===== src/rtl/riscv_retire_port.sv =====
// riscv_retire_port: retirement monitor producing NUM_INST, OUTPUT_PORT and sticky HALT
module riscv_retire_port #(
  parameter int CNT_W = 32,
  parameter int MADDR_W = 12,
  parameter logic [31:0] HALT_INST0 = 32'h00c00093,
  parameter logic [31:0] HALT_INST1 = 32'h00008067
) (
  input  logic CLK,
  input  logic RST,
  input  logic RET_VALID,
  input  logic [31:0] RET_INST,
  input  logic [31:0] RET_RD_WD,
  input  logic [MADDR_W-1:0] RET_MEM_ADDR,
  input  logic RET_BR_TAKEN,
  output logic [CNT_W-1:0] NUM_INST,
  output logic [31:0] OUTPUT_PORT,
  output logic HALT
);
  typedef enum logic [1:0] {RUN, ARMED, HALTED} state_t;
  state_t state, state_nx;
  logic [CNT_W-1:0] cnt_nx;
  logic [31:0] out_nx;
  logic live, rd_op, halt_fin;
  logic [6:0] op;
  always_ff @(posedge CLK) begin
    if (RST) begin
      state <= RUN;
      NUM_INST <= '0;
      OUTPUT_PORT <= '0;
      HALT <= 1'b0;
    end else begin
      state <= state_nx;
      NUM_INST <= cnt_nx;
      OUTPUT_PORT <= out_nx;
      HALT <= state_nx == HALTED;
    end
  end
  always_comb begin
    state_nx = state;
    if (RET_VALID && state == RUN)
      state_nx = RET_INST == HALT_INST0 ? ARMED : RUN;
    else if (RET_VALID && state == ARMED)
      state_nx = RET_INST == HALT_INST1 ? HALTED : RET_INST == HALT_INST0 ? ARMED : RUN;
  end
  // the closing jalr of the halt pair is counted but never shown on the port
  always_comb begin
    op = RET_INST[6:0];
    live = RET_VALID && state != HALTED;
    halt_fin = state == ARMED && RET_INST == HALT_INST1;
    rd_op = op == 7'b0110011 || op == 7'b0010011 || op == 7'b0000011 || op == 7'b0110111 ||
            op == 7'b0010111 || op == 7'b1101111 || op == 7'b1100111;
    cnt_nx = live && !(&NUM_INST) ? NUM_INST + CNT_W'(1) : NUM_INST;
    out_nx = !live || halt_fin ? OUTPUT_PORT :
             rd_op ? RET_RD_WD :
             op == 7'b0100011 ? 32'(RET_MEM_ADDR) :
             op == 7'b1100011 ? {31'b0, RET_BR_TAKEN} : OUTPUT_PORT;
  end
endmodule


===== config.mk =====
export PLATFORM = sky130hd
export DESIGN_NAME = riscv_retire_port
export DESIGN_NICKNAME = d
export VERILOG_FILES = /design/src/rtl/riscv_retire_port.sv
export SDC_FILE = /design/constraint.sdc
export NUM_CORES = 1
export LEC_CHECK = 0
export ABC_AREA = 1
export CAP_MARGIN = 20
export CORE_MARGIN = 2
export CORE_UTILIZATION = 31
export DETAILED_ROUTE_END_ITERATION = 16
export PLACE_DENSITY = 0.68
export SLEW_MARGIN = 20
export SYNTH_ARGS = -nofsm -noshare
export SYNTH_HDL_FRONTEND = slang
export SYNTH_SLANG_ARGS = --single-unit

===== constraint.sdc =====
create_clock -name CLK -period 1.95 [get_ports CLK]
set_clock_uncertainty 0.2 [all_clocks]
set_input_delay 0.2925 -clock CLK [delete_from_list [all_inputs] [get_ports CLK]]
set_output_delay 0.2925 -clock CLK [all_outputs]
set_load 0.02 [all_outputs]

==> results of run 1 <==
==> cells by family (layout without fill, tap and decap cells) <==
logic type / Yosys count / after routing / share of synthesized area, %
buf+inv: 117 / 293 / 11.9
flops: 67 / 67 / 33.4
xor+xnor: 12 / 12 / 2.62
fa+ha+maj: 1 / 1 / 0.312
compound gates: 44 / 44 / 6.64
simple gates: 437 / 437 / 45.1
==> final cells by class <==
class | count | area [sq um] | area share (%)
Multi-Input combinational cell | 494 | 2200 | 35.4
Timing Repair Buffer | 183 | 1820 | 29.3
Sequential cell | 67 | 1340 | 21.6
Inverter | 95 | 357 | 5.74
Clock buffer | 13 | 270 | 4.35
Tap cell | 172 | 215 | 3.46
Clock inverter | 2 | 10.0 | 0.161
==> per-layer routing <==
layer | vias up | wire [microns]
li1 | 2382 | -
met1 | 1914 | 5550
met2 | 127 | 5430
met3 | 10 | 876
met4 | 0 | 120
met5 | - | 0
==> worst register-to-register path, cell delays in order (launching register included) <==
cell,delay (ns)
dfxtp_1,0.34
ha_2,0.19
inv_1,0.07
nor2_4,0.13
nand2_4,0.10
nor2_8,0.16
nand2_4,0.07
nand2_4,0.08
inv_2,0.08
buf_12,0.16
a21oi_1,0.12
nor2_1,0.06
==> registers in the layout (all words and copies together) (netlist names) <==
register and cells:
NUM_INST 32, OUTPUT_PORT 32, state 2, HALT 1
==> cells in the mapped netlist <==
master,instances,share of area (%)
a21oi_2,11,2.4
buf_4,1,0.19
nor2_1,146,14
buf_8,2,0.75
nor2_4,3,0.84
nand2_1,240,22
a21oi_1,13,1.6
xnor2_1,4,0.87
nand2_2,3,0.47
o21ai_0,15,1.9
nor3_1,3,0.37
o21bai_1,1,0.19
inv_2,3,0.28
nand3_2,1,0.25
dfxtp_1,67,33
buf_2,11,1.4
nor3b_1,3,0.56
nand3_1,13,1.6
nand4_1,10,1.6
o21a_1,1,0.19
nor2_8,1,0.50
nand3b_1,8,1.5
inv_1,92,8.6
buf_1,4,0.37
nand2_4,3,0.84
xor2_1,8,1.7
nor2_2,3,0.47
clkbuf_1,4,0.37
ha_1,1,0.31
o21ai_1,3,0.37
==> how the worst max path moves through the flow <==
stage                      endpoint  slack [ns]  cells after the start
detailed placement  OUTPUT_PORT[19]       -0.22                     11
CTS                    NUM_INST[18]       0.007                      2
global placement    OUTPUT_PORT[12]       -0.19                     11
finish                 NUM_INST[18]        0.04                      2
floorplan              NUM_INST[23]      0.0005                     11
global route        OUTPUT_PORT[29]     -0.0004                     11
==> power groups by stage <==
stage                     Combinational, mW  Clock (mW)  Sequential, mW
after detailed placement              0.456           0            1.44
after CTS                             0.459        1.61            1.41
after global placement                0.457           0            1.44
after floorplan                       0.146           0            1.47
final                                 0.458        1.54            1.41
after global routing                  0.502        1.66            1.41
==> what timing repair did <==
item                       CTS  global route
gates resized for setup      3             9
hold buffers                 0             0
pin swaps                    0             2
setup endpoints to repair    3            21
buffers inserted             0             2
==> per-stage QoR <==
stage / total power [mW] / hold slack [ns] / utilization [%]
after floorplan: 1.61 / 0.265 / -
after global placement: 1.89 / 0.281 / 46.8
after detailed placement: 1.89 / 0.282 / 46.8
after CTS: 3.47 / 0.291 / 48.9
after global routing: 3.57 / 0.323 / 49.3
final: 3.41 / 0.285 / 49.3
==> impl_metrics.csv, run 1 <==
group,metric,value,unit
cells_and_area,nets,931,
setup_path,regToRegStartpoint,"NUM_INST[0]",
floorplan,core_area,0.0126,sq mm
detailed_routing,drc,0,
detailed_routing,routed_via_density,4.32,
cts,clock-sinks,67,
global_routing,grtUsageMet1,22.0,%
setup_path,startpoint_type,"flip-flop",
power_and_ir_drop,irDropWorstVdd,0.428,mV
cells_and_area,finalInstanceArea,0.00622,sq mm
power_and_ir_drop,netSwitchingFraction,23.5,%
setup_path,critPathKind,"flip-flop to output pin",
setup_path,critPathCaptureType,"output pin",
sta,worst_slew_pin_slew,0.352,ns
global_routing,antenna_found_initial,0,
yosys,netlist_area,0.00401,sq mm
setup_path,cp-startpoint,"NUM_INST[18]",
placement,place_area,0.00590,sq mm
yosys,ys_ff_latch,67,
setup_path,critical-path-top-delay-family,"buffers and inverters",
worst_hold_path,hp-start,"state[0]",
placement,hpwl,9040,microns
setup_path,slowest_stage,"clkdlybuf4s50_1",
yosys,synthCells,678,
sta,final.min_clock_period,1.91,ns
job,drv_cap,0,
global_routing,grt_pass1_wl,19500,microns
yosys,yosys_warnings,0,
sta,finalHoldViolations,0,
setup_path,crit_required,1.46,ns
power_and_ir_drop,seq_power_share,41.3,%
detailed_routing,routed_wl,12000,microns
power_and_ir_drop,p_leak,2.95,nW
sta,finalSetupViolCount,0,
sta,max_freq,525,MHz
setup_path,cp_num_buf_inv,2,
sta,slew_violations,0,
cells_and_area,final_cells,1026,
power_and_ir_drop,switchingPower,0.803,mW
power_and_ir_drop,power-per-cell-area,549,mW/mm^2
worst_hold_path,whs_endpoint,"state[0]",
placement,dp_slack,-0.223,ns
global_routing,grt_pass1_vias,4023,
cells_and_area,most-common-layout-cells,"nand2_1, nor2_1, clkdlybuf4s50_1, inv_1, dfxtp_1",
power_and_ir_drop,p_comb_share,13.4,%
yosys,synth_cell_types,30,
setup_path,reg2reg_slack,0.10,ns
yosys,synth_area_per_cell,5.92,sq um
setup_path,r2r_end,"NUM_INST[22]",
cts,clkSlewWorstSetupHoldPaths,0.05,ns
sta,max_slew_margin,76.5,%
cells_and_area,layout_commonest_cell,"nand2_1",
setup_path,rr_worst_depth,11,
yosys,synth_fp_nets,759,
setup_path,cp.arrival,1.41,ns
cells_and_area,syn2layout_area_growth,54.9,%
floorplan,dieArea,0.0139,sq mm
status,outcome,"complete, no violations",
setup_path,critPathMaxStageDelay,0.60,ns
cts,clk_path_buf_depth,2,
sta,timing.final.ws_setup,0.0443,ns
setup_path,crit_chain,"buf_4 -> clkdlybuf4s50_1",
placement,io_buffers,144,
global_routing,grt_util_all_layers,17.3,%
cts,cts_root_buf,"clkbuf_16",
floorplan,rows,41,
detailed_routing,ant_nets,0,
global_routing,busiest_layer,"met2",
placement,routabilityCongestion,0.850,
cells_and_area,antenna_cells,0,
placement,place_inst,1009,
worst_hold_path,hp-class,"flip-flop to flip-flop",
cts,tritoncts,"done",
detailed_routing,first_iter_violations,239,
global_routing,overflow,0,
sta,post-route-period-util,97.7,%
sta,setup-tns-final,0,ns
cells_and_area,drive_gt1_share,9.60,%
cts,cts.htree.levels,3,
cts,clk_latency,0.34,ns
power_and_ir_drop,p_int,2.61,mW
floorplan,start_util,31.8,%
cells_and_area,fillers,1288,
power_and_ir_drop,power_frac_clock,45.3,%
detailed_routing,vias,4433,
worst_hold_path,hold_depth,2,
detailed_routing,wl_per_cell,11.7,microns
global_routing,use_met3,6.06,%
global_routing,grt_max_degree,34,
detailed_routing,firstDrtPassIters,4,
setup_path,crit_fanout,4,
yosys,ys_seq_area_share,33.4,%
floorplan,io_pins,145,
floorplan,dieHeight,118,microns
floorplan,die_w,118,microns
cts,numCtsBuffers,9,
global_routing,grt_use_met2,27.7,%
(Power assumes the default switching activity.)
==> inputs of run 2 (changes only) <==
- CORE_UTILIZATION: 31 -> 45
- GPL_TIMING_DRIVEN: default -> 0
- PLACE_DENSITY: 0.68 -> 0.9
==> impl_metrics.csv, run 2 (synthesized netlist as in run 1, its figures left out) <==
group,metric,value,unit
floorplan,rows,34,
detailed_routing,drc,0,
cts,clk_latency,0.34,ns
global_routing,busiest_layer,"met2",
cts,clkSlewWorstSetupHoldPaths,0.08,ns
placement,hpwl,9110,microns
power_and_ir_drop,switchingPower,0.818,mW
floorplan,start_util,46.3,%
worst_hold_path,hp-class,"primary input to flip-flop",
cells_and_area,layout_commonest_cell,"nand2_1",
detailed_routing,vias,4599,
floorplan,dieHeight,98.4,microns
global_routing,grt_max_degree,14,
setup_path,startpoint_type,"flip-flop",
power_and_ir_drop,irDropWorstVdd,0.369,mV
power_and_ir_drop,p_leak,2.77,nW
setup_path,crit_required,1.46,ns
power_and_ir_drop,seq_power_share,48.2,%
cells_and_area,finalInstanceArea,0.00593,sq mm
detailed_routing,routed_wl,12100,microns
status,outcome,"complete, no violations",
power_and_ir_drop,power_frac_clock,36.3,%
cts,cts-hold-fix-buffers,0,
cells_and_area,syn2layout_area_growth,47.7,%
global_routing,grt_pass1_vias,4194,
power_and_ir_drop,power-per-cell-area,493,mW/mm^2
floorplan,core_area,0.00868,sq mm
sta,setup-tns-final,0,ns
cells_and_area,fillers,712,
global_routing,antenna_found_initial,0,
sta,fin_hold_ws,0.198,ns
global_routing,grt_use_met2,43.2,%
power_and_ir_drop,p_comb_share,15.6,%
cells_and_area,most-common-layout-cells,"nand2_1, nor2_1, clkdlybuf4s50_1, inv_1, dfxtp_1",
floorplan,die_w,98.4,microns
cells_and_area,drive_gt1_share,10.1,%
sta,rsz0062_at_grt,"yes",
cells_and_area,antenna_cells,0,
job,drv_cap,0,
detailed_routing,routed_via_density,4.83,
sta,final.min_clock_period,1.92,ns
power_and_ir_drop,netSwitchingFraction,28.0,%
setup_path,crit_fanout,4,
power_and_ir_drop,total_power,2.93,mW
setup_path,cp.arrival,1.43,ns
cells_and_area,final_cells,953,
detailed_routing,firstDrtPassIters,4,
placement,place_inst,929,
placement,place_area,0.00558,sq mm
global_routing,grtUsageMet1,32.1,%
sta,finalHoldViolations,0,
global_routing,grt_util_all_layers,24.9,%
setup_path,critPathKind,"flip-flop to output pin",
sta,post-route-period-util,98.6,%
sta,max_slew_margin,54.4,%
floorplan,io_pins,145,
cts,numCtsBuffers,9,
sta,worst_slew_pin_slew,0.684,ns
global_routing,grt_pass1_wl,19900,microns
cts,cts_root_buf,"clkbuf_8",
global_routing,use_met3,3.33,%
floorplan,dieArea,0.00969,sq mm
sta,max_freq,520,MHz
detailed_routing,wl_per_cell,12.7,microns
detailed_routing,ant_nets,0,
cells_and_area,largestRegisters,"NUM_INST (32), OUTPUT_PORT (32), state (2)",
power_and_ir_drop,p_int,2.11,mW
placement,io_buffers,143,
setup_path,critPathCaptureType,"output pin",
cts,clock-sinks,67,
sta,finalSetupViolCount,0,
cells_and_area,nets,921,
cts,tritoncts,"done",
detailed_routing,first_iter_violations,232,
cts,clk_path_buf_depth,2,
global_routing,overflow,0,
sta,slew_violations,0,
placement,routabilityCongestion,0.887,
cts,cts.htree.levels,3,
[run 2: cell count changes in the layout (fill, tap and decap cells not counted), sizes merged]
cell,before,now
clkinv,2,1
clkbuf,13,15
dlygate4sd2,3,1
clkinvlp,0,4
clkdlybuf4s50,135,137
dlymetal6s2s,6,5
buf,39,24
inv,95,97
[run 2: stage by stage]
step / setup slack [ns] / utilization, %
global route: -0.0658 / 68.3
detailed placement: -0.424 / 64.3
CTS: 0.00159 / 66.6
floorplan: 0.000521 / -
finish: 0.0270 / 68.3
global placement: -0.355 / 64.3
[run 2: power by group through the flow]
| stage | Clock (mW) | Sequential (mW) | Combinational [mW] |
|---|---|---|---|
| 2_1_floorplan | 0 | 1.47 | 0.146 |
| 3_3_place_gp | 0 | 1.44 | 0.419 |
| 3_5_place_dp | 0 | 1.44 | 0.425 |
| 4_1_cts | 1.07 | 1.41 | 0.431 |
| 5_1_grt | 1.14 | 1.41 | 0.496 |
| 6_report | 1.06 | 1.41 | 0.456 |
[run 2: per-layer routing]
layer | wire (microns) | vias to the layer above
met4 | 262 | 0
met1 | 5270 | 2045
met5 | 0 | -
li1 | - | 2361
met3 | 721 | 24
met2 | 5880 | 169
[run 2: critical path, cell delays in order, from the launching register on]
cell and delay [ns]:
dfxtp_4 0.38, buf_4 0.11, clkdlybuf4s50_1 0.60
[run 2: final cells by class]
class                           count  area (sq um)  share of cell area, %
Inverter                           95           357                   6.01
Clock buffer                        9           124                   2.09
Tap cell                          108           135                   2.28
Multi-Input combinational cell    494          2250                   37.9
Buffer                             22           154                   2.60
Clock inverter                      7          52.6                  0.886
Sequential cell                    67          1360                   22.9
Timing Repair Buffer              151          1500                   25.3
[run 2: worst paths after layout]
check	start	end	slack (ns)	cells after the start
setup / recovery	NUM_INST[0]	NUM_INST[0]	0.03	2
hold / removal	RST	NUM_INST[4]	0.20	2
setup reg to reg	NUM_INST[0]	NUM_INST[27]	0.10	11
hold reg to reg	OUTPUT_PORT[26]	OUTPUT_PORT[26]	0.31	4
[run 2: what timing repair did]
item	4_1_cts	5_1_grt
endpoints found under the hold margin	0	0
pin swaps	1	4
setup endpoints to repair	53	68
gates resized for setup	6	42
buffers inserted	1	7
gates cloned	0	0
